<file path="src/rtl/byteswap_framer.sv">
// -----------------------------------------------------------------------------
// byteswap_framer
//
// Frames an unframed AXI-Stream input into a packet of a programmed byte
// length. A single ctrl_start pulse latches ctrl_length; the block then passes
// exactly ceil(length / bytes_per_beat) input beats through a one-deep output
// register. It marks the final beat with m_axis_tlast and trims its
// m_axis_tkeep to the residual byte count. Input beats beyond the programmed
// length are never consumed.
//
// Ports
//   s_axis_aclk      clock for all logic
//   s_axis_areset_n  asynchronous active-low reset
//   ctrl_start       single-cycle pulse, accepted only while idle
//   ctrl_length      transfer length in bytes, sampled with ctrl_start
//   ctrl_busy        high from the accepted start through the done pulse
//   ctrl_done        one-cycle pulse once the last beat has been delivered
//   s_axis_*         unframed input stream (tvalid/tready/tdata)
//   m_axis_*         framed output stream (tvalid/tready/tdata/tkeep/tlast)
// -----------------------------------------------------------------------------
module byteswap_framer #(
  parameter int C_AXIS_TDATA_WIDTH = 512,
  parameter int C_LENGTH_WIDTH     = 32
) (
  input  logic                            s_axis_aclk,
  input  logic                            s_axis_areset_n,

  input  logic                            ctrl_start,
  input  logic [C_LENGTH_WIDTH-1:0]       ctrl_length,
  output logic                            ctrl_busy,
  output logic                            ctrl_done,

  input  logic                            s_axis_tvalid,
  output logic                            s_axis_tready,
  input  logic [C_AXIS_TDATA_WIDTH-1:0]   s_axis_tdata,

  output logic                            m_axis_tvalid,
  input  logic                            m_axis_tready,
  output logic [C_AXIS_TDATA_WIDTH-1:0]   m_axis_tdata,
  output logic [C_AXIS_TDATA_WIDTH/8-1:0] m_axis_tkeep,
  output logic                            m_axis_tlast
);

  localparam int BPB = C_AXIS_TDATA_WIDTH / 8;        // bytes per beat
  localparam int OFF = $clog2(BPB);                   // byte-offset bits
  localparam int CW  = C_LENGTH_WIDTH - OFF + 1;      // beat counter width

  typedef enum logic [1:0] {
    IDLE  = 2'd0,
    RUN   = 2'd1,
    DRAIN = 2'd2,
    DONE  = 2'd3
  } state_t;

  state_t          state;
  logic [CW-1:0]   beats_left;
  logic [OFF-1:0]  rem_q;       // length mod bytes-per-beat, shapes last tkeep
  logic            busy_q;

  logic [CW-1:0]   start_beats;
  logic            s_fire;
  logic            m_fire;

  // Keep mask of the final beat: low 'r' bytes valid, or a full beat when the
  // length is an exact multiple of the beat size.
  function automatic logic [BPB-1:0] tail_keep(input logic [OFF-1:0] r);
    logic [BPB-1:0] k;
    k = '0;
    for (int i = 0; i < BPB; i++) begin
      k[i] = (r == '0) || (i < int'(r));
    end
    return k;
  endfunction

  // ceil(length / BPB): whole beats plus one if any residual bytes remain.
  // The extra counter bit keeps the maximum length from wrapping.
  assign start_beats = CW'(ctrl_length >> OFF) + CW'(|ctrl_length[OFF-1:0]);

  // Accept input only while running and the output register can take a beat
  // on this edge (empty, or being emptied by the downstream handshake).
  assign s_axis_tready = (state == RUN) && (!m_axis_tvalid || m_axis_tready);
  assign s_fire        = s_axis_tvalid && s_axis_tready;
  assign m_fire        = m_axis_tvalid && m_axis_tready;

  // Busy covers the start cycle itself, so the start term is combinational;
  // it is gated by reset so every output reads 0 while reset is held.
  assign ctrl_busy = busy_q ||
                     (state == IDLE && ctrl_start && s_axis_areset_n);

  // NOTE: sequential state uses non-blocking assignments only, so every
  // register in this block sees pre-edge values regardless of statement order.
  // The output data register is reset too: all outputs must read 0 in reset.
  always_ff @(posedge s_axis_aclk or negedge s_axis_areset_n) begin
    if (!s_axis_areset_n) begin
      state         <= IDLE;
      beats_left    <= '0;
      rem_q         <= '0;
      busy_q        <= 1'b0;
      ctrl_done     <= 1'b0;
      m_axis_tvalid <= 1'b0;
      m_axis_tdata  <= '0;
      m_axis_tkeep  <= '0;
      m_axis_tlast  <= 1'b0;
    end else begin
      ctrl_done <= 1'b0;

      // A delivered beat empties the register unless RUN reloads it below.
      if (m_fire) begin
        m_axis_tvalid <= 1'b0;
      end

      case (state)
        IDLE: begin
          if (ctrl_start) begin
            rem_q      <= ctrl_length[OFF-1:0];
            beats_left <= start_beats;
            busy_q     <= 1'b1;
            if (start_beats == '0) begin
              state     <= DONE;
              ctrl_done <= 1'b1;
            end else begin
              state     <= RUN;
            end
          end
        end

        RUN: begin
          if (s_fire) begin
            m_axis_tvalid <= 1'b1;
            m_axis_tdata  <= s_axis_tdata;
            beats_left    <= beats_left - CW'(1);
            if (beats_left == CW'(1)) begin
              m_axis_tlast <= 1'b1;
              m_axis_tkeep <= tail_keep(rem_q);
              state        <= DRAIN;
            end else begin
              m_axis_tlast <= 1'b0;
              m_axis_tkeep <= '1;
            end
          end
        end

        DRAIN: begin
          if (m_fire) begin
            state     <= DONE;
            ctrl_done <= 1'b1;
          end
        end

        DONE: begin
          state  <= IDLE;
          busy_q <= 1'b0;
        end

        default: state <= IDLE;
      endcase
    end
  end

endmodule

</file>
<file path="config.mk">
export PLATFORM = sky130hd
export DESIGN_NAME = byteswap_framer
export DESIGN_NICKNAME = d
export VERILOG_FILES = /design/src/rtl/byteswap_framer.sv
export SDC_FILE = /design/constraint.sdc
export NUM_CORES = 1
export LEC_CHECK = 0
export ABC_AREA = 1
export CELL_PAD_IN_SITES_DETAIL_PLACEMENT = 1
export CELL_PAD_IN_SITES_GLOBAL_PLACEMENT = 1
export CORE_AREA = 2 2 442 444
export DETAILED_ROUTE_END_ITERATION = 10
export DIE_AREA = 0 0 444 446
export PLACE_DENSITY_LB_ADDON = 0.1
export SETUP_SLACK_MARGIN = 0.2
export SKIP_LAST_GASP = 1
export SYNTH_ARGS = -nofsm -noshare
export SYNTH_HDL_FRONTEND = slang
export SYNTH_SLANG_ARGS = --single-unit
</file>
<file path="constraint.sdc">
create_clock -name s_axis_aclk -period 2.3 [get_ports s_axis_aclk]
set_clock_uncertainty 0.1 [all_clocks]
set_input_delay 0.46 -clock s_axis_aclk [delete_from_list [all_inputs] [get_ports s_axis_aclk]]
set_output_delay 0.46 -clock s_axis_aclk [all_outputs]
set_load 0.05 [all_outputs]
</file>
After elaboration in Yosys (flattened, before gate mapping)
Cells that the tools add are included.

Register bits: 615. Word-level logic and storage cells: 184.

Add/sub/neg operators: 2. Magnitude comparators: 63. Equal/unequal tests: 8. Mux-type cells: 20. Reduce and logical (&&, ||, !) cells: 82.

Operators by type and width (count): $lt A6 B6 Y1 const A (31); $lt A5 B6 Y1 const A (16); $logic_or A1 B1 Y1 (65); $mux W64 (1); $mux W27 (2); $pmux W27 S2 (1); $lt A4 B6 Y1 const A (8); $add A26 B1 Y27 (1); $eq A27 B1 Y1 const B (1); $logic_not A27 Y1 (1); $sub A27 B1 Y27 const B (1); $lt A3 B6 Y1 const A (4); $lt A1 B6 Y1 const A (2); $lt A2 B6 Y1 const A (2); $mux W2 (5); $mux W1 (8); $pmux W2 S4 (1); $logic_not A6 Y1 (1); $ne A2 B2 Y1 const B (3); $reduce_and A2 Y1 (3); $reduce_or A6 Y1 (1); $logic_and A1 B1 Y1 (5); $eq A2 B2 Y1 const B (2); $pmux W1 S2 (2); 7 further kinds (8).

Logic depth before layout (Yosys ltp)
Gate-level depths: netlist of run 1.

Depth after elaboration: 6. Gate-level depth with buffers: 19.

Least setup slack after synthesis of run 1
Ideal clock, no wire load.

Path type: flip-flop to flip-flop. From: register state[1]. To: register m_axis_tkeep[12]. Setup time: 0.137 ns. Arrival time: 2.209 ns. Data required time: 2.063 ns. Setup slack: -0.147 ns. Stages on the path, launching flop included: 11. Path buffers: 3. Period minus slack after synthesis: 2.447 ns. Cells stage by stage: dfrtp_1 inv_1 ha_1 buf_2 inv_2 nor2_2 nand2_1 buf_2 buf_2 nor4_1 a2bb2oi_1.

Word-level cells in the longest chain between the ends: 4.

RTL lines: start: declaration (line 55) `state_t state;`; start signal: assignment (line 95) `state <= IDLE;`; start signal: assignment (line 119) `state <= DONE;`; start signal: assignment (line 122) `state <= RUN;`; $eq A2 B1 Y1 (line 81) `assign s_axis_tready = (state == RUN) && (!m_axis_tvalid || m_axis_tready);`; $logic_and A1 B1 Y1 (line 81); named net s_axis_tready (line 34) `output logic s_axis_tready,`; $logic_and A1 B1 Y1 (line 82) `assign s_fire = s_axis_tvalid && s_axis_tready;`; $reduce_and A2 Y1 (no source line); end signal: assignment (line 134) `m_axis_tkeep <= tail_keep(rem_q);`; end: declaration (line 40) `output logic [C_AXIS_TDATA_WIDTH/8-1:0] m_axis_tkeep,`.

The timed path passes the listed nets, and every way through them passes these cells. A chain may end at the register's enable or synchronous reset.

Final worst setup path of run 1
From: register state[0]. To: register beats_left[6].

Word-level cells in the longest chain between the ends: 5. Elaborated cells on any way between the ends: 9. Those cells by class: 3 x eq/ne; 1 x mux; 5 x reduce/logical.

RTL lines: $eq A2 B1 Y1 (line 81, 112); $logic_and A1 B1 Y1 (line 81); $logic_and A1 B1 Y1 (line 82); $ne A2 B2 Y1 (no source line); $reduce_and A3 Y1 (no source line); end signal: assignment (line 116) `beats_left <= start_beats;`; end signal: assignment (line 131) `beats_left <= beats_left - CW'(1);`; end: declaration (line 56) `logic [CW-1:0] beats_left;`.

Parallel ways exist; a longest one is shown, timed or not.

==> results of run 1 <==
-- critical path, cell delays in order, from the launching register on --
cell and delay [ns]:
dfrtp_1 0.41, buf_6 0.14, ha_4 0.17, inv_4 0.06, nor2_4 0.04, buf_6 0.11
buf_6 0.11, nand2_8 0.09, buf_12 0.14, clkinv_16 0.06, o21ai_4 0.19, clkinv_4 0.18
buf_12 0.19, buf_4 0.14, o21ai_2 0.05, a21o_1 0.12
-- metrics by stage --
step / TNS, ns / setup slack [ns]
final: -0.387 / -0.0616
after global routing: -12.95 / -0.176
after CTS: -1.03 / -0.128
after detailed placement: -28.03 / -1.17
after global placement: -27.94 / -1.18
after floorplan: 0 / 0.0113
-- final cells by class --
| class | count | area, um^2 |
|---|---|---|
| Timing Repair Buffer | 1469 | 13300 |
| Sequential cell | 615 | 15400 |
| Antenna cell | 18 | 45.0 |
| Inverter | 94 | 394 |
| Fill cell | 22700 | 149000 |
| Clock inverter | 16 | 189 |
| Tap cell | 2542 | 3180 |
| Multi-Input combinational cell | 2158 | 9650 |
| Clock buffer | 146 | 2700 |
-- power by group --
group          internal, mW  switching, mW  leakage [nW]
Sequential             14.0           1.88          7.41
Combinational          9.11           21.2          13.2
Clock                  8.22           5.69          1.42
-- layer usage --
metal	global-route usage, %	share of wire, %
met1	17.7	40
met2	26.2	50
met3	4.26	5.8
met4	5.54	3.7
met5	0	0.19
-- logic make-up (layout without fill, tap and decap cells) --
group	count (synthesis)	count (layout)
adders and majority gates	8	8
xor gates and xnor gates	20	20
DFF	615	615
AOI/OAI and AO/OA	145	145
and+or+nand+nor	1985	1985
buffers and inverters	236	1725
other	0	18
-- registers in the layout (all words and copies together), names as in the netlist --
name	count
m_axis_tkeep	64
rem_q	6
m_axis_tvalid	1
busy_q	1
m_axis_tlast	1
m_axis_tdata	512
ctrl_done	1
state	2
beats_left	27
-- cell usage after synthesis, drive strengths merged, types with 11 or more instances --
master	count
a21oi	26
nand2	1764
dfrtp	615
o21ai	78
clkbuf	52
xor2	15
nor2	124
buf	90
inv	93
nand3	49
o211ai	11
nor3	21
-- repair_timing --
action / 4_1_cts / 5_1_grt
setup buffers: 9 / 52
hold buffers: 3 / 0
endpoints found under the hold margin: 320 / 0
endpoints found under the setup margin: 449 / 622
gates cloned: 0 / 17
gates resized for setup: 982 / 482
pin swaps: 15 / 60
-- how the worst max path moves through the flow --
stage / from / end / depth (start not counted)
after global routing: state[0] / beats_left[6] / 15
after CTS: state[0] / ctrl_busy / 6
final: state[0] / beats_left[6] / 15
after global placement: ctrl_length[3] / state[1] / 17
after floorplan: ctrl_length[3] / state[1] / 16
after detailed placement: ctrl_length[3] / state[1] / 17
-- cell usage in the layout (no fill, tap or decap), types with 9 or more instances in the layout --
| cell type | instances |
|---|---|
| nand2_1 | 1732 |
| dfrtp_1 | 613 |
| clkdlybuf4s50_1 | 539 |
| buf_4 | 478 |
| clkbuf_2 | 108 |
| buf_2 | 105 |
| clkbuf_16 | 104 |
| nor2_1 | 86 |
| inv_1 | 73 |
| clkdlybuf4s15_2 | 64 |
| buf_12 | 45 |
| dlygate4sd2_1 | 44 |
| o21ai_1 | 36 |
| nand3_1 | 35 |
| clkbuf_1 | 32 |
| buf_6 | 32 |
| nor2_4 | 24 |
| clkbuf_8 | 24 |
| nand2_2 | 22 |
| o21ai_0 | 20 |
| clkdlybuf4s18_2 | 19 |
| diode_2 | 18 |
| o21ai_2 | 18 |
| inv_2 | 15 |
| xor2_1 | 15 |
| nor2_2 | 14 |
| nand3_2 | 12 |
| a21oi_1 | 12 |
| o211ai_1 | 11 |
| nor3_2 | 10 |
| buf_8 | 10 |
| nand2_4 | 9 |
| nand4_1 | 9 |
==> impl_metrics.json, run 1 <==
{
  "ys_ff_latch": 615,
  "r2r-start": "state[0]",
  "layout_min_cycle_time_ns": 2.36,
  "start_kind": "flip-flop",
  "antenna_left": 0,
  "utilization_pct": 23.2,
  "wirelength_mm": 158,
  "syn2layout_area_growth_pct": 77.8,
  "dp_cells": 6797,
  "ir_drop_mv": 0.471,
  "relSlewSlack_pct": 47.1,
  "synth_area_leaders": "dfrtp_1, nand2_1, nor2_1",
  "dr.pass1.iters": 5,
  "grt_overflow_total": 0,
  "worstHoldEndpoint": "rem_q[5]",
  "drt_iter0_drc": 1121,
  "layout_worst_path_cycle_share_pct": 103,
  "r2r-end": "beats_left[6]",
  "drive_gt1_share_pct": 26.3,
  "die_h_um": 446,
  "grt_max_degree": 72,
  "syn_inst": 3009,
  "end_kind": "flip-flop",
  "outcome": "finished with violations",
  "numCtsBuffers": 89,
  "timing.hold.ws_ns": 0.0659,
  "synth_top_area_share_pct": 61.0,
  "holdCritStartpoint": "ctrl_length[5]",
  "grt_pass1_vias": 26700,
  "gp_congestion": 0.782,
  "hp-class": "primary input to flip-flop",
  "cp.required_ns": 2.83,
  "die_area_um2": 198000,
  "antenna_found_initial": 56,
  "async_reset_ff_share_pct": 100,
  "reg2reg_slack_ns": -0.06,
  "hold_viol": 0,
  "post-dp-hpwl_mm": 123,
  "cts_buffer_depth": 3,
  "synth_compound_area_share_pct": 3.36,
  "fin_area_um2": 44800,
  "place_area_um2": 41000,
  "finalNetCount": 4984,
  "synth_largest_area_cell": "dfrtp_1",
  "cts_root_buf": "clkbuf_16",
  "synth_area_um2": 25200,
  "dr_total_vias": 25400,
  "drc": 0,
  "setup_viol": 16,
  "synthMuxAreaShare_pct": 0,
  "wire_per_inst_um": 22.3,
  "arrival_ns": 2.89,
  "reg2reg_depth": 15,
  "synth.distinct_cells": 44,
  "synth-seq-area-share_pct": 61.0,
  "synth_nets": 3566,
  "cts_tree": "yes",
  "synth_ff_type": "dfrtp_1",
  "violations": "negative setup slack",
  "fmax_mhz": 423,
  "drv_cap": 0,
  "synth-xor-area-share_pct": 0.694,
  "fin_ws_ns": -0.0616,
  "worst_pin_slew_ns": 0.794,
  "worstSkewPairLatency_ns": 0.69,
  "start_util_pct": 13.0,
  "stdcell_count": 7058,
  "grt_pass1_wl_mm": 213,
  "worstPathMaxFanout": 8,
  "io_buffer_count": 1129,
  "ios": 1130,
  "die_x_um": 444,
  "cts.sinks": 615,
  "synth_top_family_by_area": "simple AND/OR/NAND/NOR gates",
  "htreeDepth": 3,
  "grt_usage_pct": 15.1,
  "synth_simple_gate_area_share_pct": 30.6,
  "report.final.slew_viol_count": 0,
  "synth_edf_count": 0,
  "synthAdderAreaFrac_pct": 0.397,
  "p_leak_nw": 22.0,
  "p_per_area_nw_per_um2": 1340,
  "path_class": "flip-flop to flip-flop",
  "clkTransAtPathRegs_ns": 0.06,
  "core_area_um2": 194000,
  "rsz0062_at_grt": "yes",
  "yosys_warnings": 0,
  "min_path_cells": 4,
  "syn_area_per_cell_um2": 8.38,
  "rows": 162,
  "power_mw": 60.1,
  "detail_route.vias_per_cell": 3.59
}
Note: power is estimated with default switching activity, not from simulation.
==> inputs of run 2 (changes only) <==
==> constraint.sdc (replaced) <==
create_clock -name s_axis_aclk -period 2.3 [get_ports s_axis_aclk]
set_clock_uncertainty 0.1 [all_clocks]
set_input_delay 0.575 -clock s_axis_aclk [delete_from_list [all_inputs] [get_ports s_axis_aclk]]
set_output_delay 0.575 -clock s_axis_aclk [all_outputs]
set_load 0.05 [all_outputs]
==> run 2 against run 1 <==
Effect of this change:
- via count grew 0.42%
- largest power group unchanged
- combinational power rose by 4%
- die area unchanged
- final cell count grew 0.44%
- critical path type is now flip-flop to output pin
- core utilization grew 0.42 points
- setup slack got worse by 0.057 ns
- the run still ends with negative setup slack left
==> impl_metrics.json, run 2 (same netlist as run 1, synthesis figures left out) <==
{
  "outcome": "finished with violations",
  "violations": "negative setup slack",
  "rsz0062_at_grt": "yes",
  "fmax_mhz": 414,
  "cts_tree": "yes",
  "io_buffer_count": 1129,
  "cp.required_ns": 1.62,
  "worstPathMaxFanout": 3,
  "die_area_um2": 198000,
  "gp_congestion": 0.782,
  "hold_viol": 0,
  "cp_cell_sequence": "inv_2 -> ha_4 -> nand2_4 -> clkinv_2 -> a21o_1 -> buf_6",
  "finalNetCount": 5016,
  "stdcell_count": 7089,
  "die_h_um": 446,
  "grt-busiest-layer": "met2",
  "place_ws_ns": -1.27,
  "numCtsBuffers": 92,
  "wirelength_mm": 159,
  "gr-usage-met3_pct": 4.15,
  "antenna_left": 0,
  "p_leak_nw": 22.6,
  "largest_reg_flops": 512,
  "worst_pin_slew_ns": 0.768,
  "start_kind": "flip-flop",
  "drt_iter0_drc": 1130,
  "drive_gt1_share_pct": 28.0,
  "detail_route.vias_per_cell": 3.59,
  "largestRegisters": "m_axis_tdata x512, m_axis_tkeep x64, beats_left x27",
  "final_cell_mix": "nand2_1, buf_4, dfrtp_1",
  "post-dp-hpwl_mm": 121,
  "setup_viol": 2,
  "end_kind": "output pin",
  "die_x_um": 444,
  "cts_root_buf": "clkbuf_16",
  "layout_min_cycle_time_ns": 2.42,
  "cp_top_family": "flip-flops",
  "hp-class": "primary input to flip-flop",
  "grt_pass1_vias": 27200,
  "fin_setup_tns_ns": -0.231,
  "crit_slowest_cell": "dfrtp_1",
  "worstSkewPairLatency_ns": 0.71,
  "p_per_area_nw_per_um2": 1360,
  "ios": 1130,
  "report.final.slew_viol_count": 0,
  "start_util_pct": 13.0,
  "reg2reg_slack_ns": 0.04,
  "fin_ws_ns": -0.118,
  "drc": 0,
  "drv_cap": 0,
  "final_common_cell": "nand2_1",
  "antenna_found_initial": 36,
  "layout_worst_path_cycle_share_pct": 105,
  "ir_drop_mv": 0.617,
  "htreeDepth": 3,
  "dr.pass1.iters": 5,
  "regMostFlops": "m_axis_tdata",
  "place_area_um2": 40800,
  "arrival_ns": 1.74,
  "path_class": "flip-flop to output pin",
  "dr_total_vias": 25500,
  "rows": 162,
  "grt_use_met1_pct": 17.8,
  "cts_buffer_depth": 3,
  "grt_max_degree": 85,
  "fin_area_um2": 45700,
  "grt_overflow_total": 0,
  "grt_pass1_wl_mm": 215,
  "core_area_um2": 194000,
  "dp_cells": 6812,
  "worst-path-buf-inv": 3,
  "gr-usage-met2_pct": 26.3,
  "wire_per_inst_um": 22.4,
  "clkTransAtPathRegs_ns": 0.05,
  "max_stage_delay_ns": 0.37,
  "syn2layout_area_growth_pct": 81.0,
  "cts.sinks": 615,
  "grt_usage_pct": 15.2,
  "relSlewSlack_pct": 48.8
}
run 2: layout make-up:
class	instances	area, um^2
tap	2542	3180
fill	22600	148000
multi-input combinational	2158	9650
inverter	94	400
clock inverter	30	280
sequential	615	15400
timing repair buffer	1498	13900
antenna	12	30.0
clock buffer	140	2780
run 2: final timing paths:
path | start | to | depth (start not counted)
min in group asynchronous | s_axis_areset_n | beats_left[8] | 3
hold / removal | ctrl_length[2] | rem_q[2] | 4
hold reg to reg | m_axis_tdata[463] | m_axis_tdata[463] | 2
setup reg to reg | state[1] | m_axis_tdata[250] | 14
setup / recovery | state[0] | ctrl_busy | 6
max in group asynchronous | s_axis_areset_n | m_axis_tdata[364] | 4
run 2: what timing repair did:
item / CTS / global route
setup endpoints to repair: 473 / 590
hold endpoints to repair: 92 / 0
cloned: 9 / 24
buffers inserted: 27 / 34
hold buffers: 1 / 0
resized for setup: 1448 / 113
pin swaps: 36 / 39
run 2: where the power goes:
| group | internal (mW) | switching, mW | total [mW] |
|---|---|---|---|
| logic | 10.2 | 21.2 | 31.4 |
| registers | 14.0 | 1.91 | 15.9 |
| clock network | 8.65 | 5.89 | 14.5 |
run 2: worst min-delay path: stages:
cell and delay (ns):
buf_6 0.08, buf_4 0.12, nand2_1 0.05, o21ai_0 0.06
run 2: per-layer routing:
| layer | vias to the layer above | wire length, um |
|---|---|---|
| li1 | 12200 | - |
| met2 | 673 | 79800 |
| met1 | 12300 | 64600 |
| met3 | 224 | 8700 |
| met5 | - | 188 |
| met4 | 26 | 5560 |
run 2: through the flow:
| step | hold slack (ns) | utilization, % | power [mW] |
|---|---|---|---|
| after global placement | 0.354 | 21.1 | 45.6 |
| final | 0.110 | 23.6 | 61.9 |
| after floorplan | 0.179 | - | 32.2 |
| after detailed placement | 0.364 | 21.1 | 45.6 |
| after CTS | 0.0279 | 22.9 | 61.6 |
| after global routing | 0.0566 | 23.6 | 65.5 |
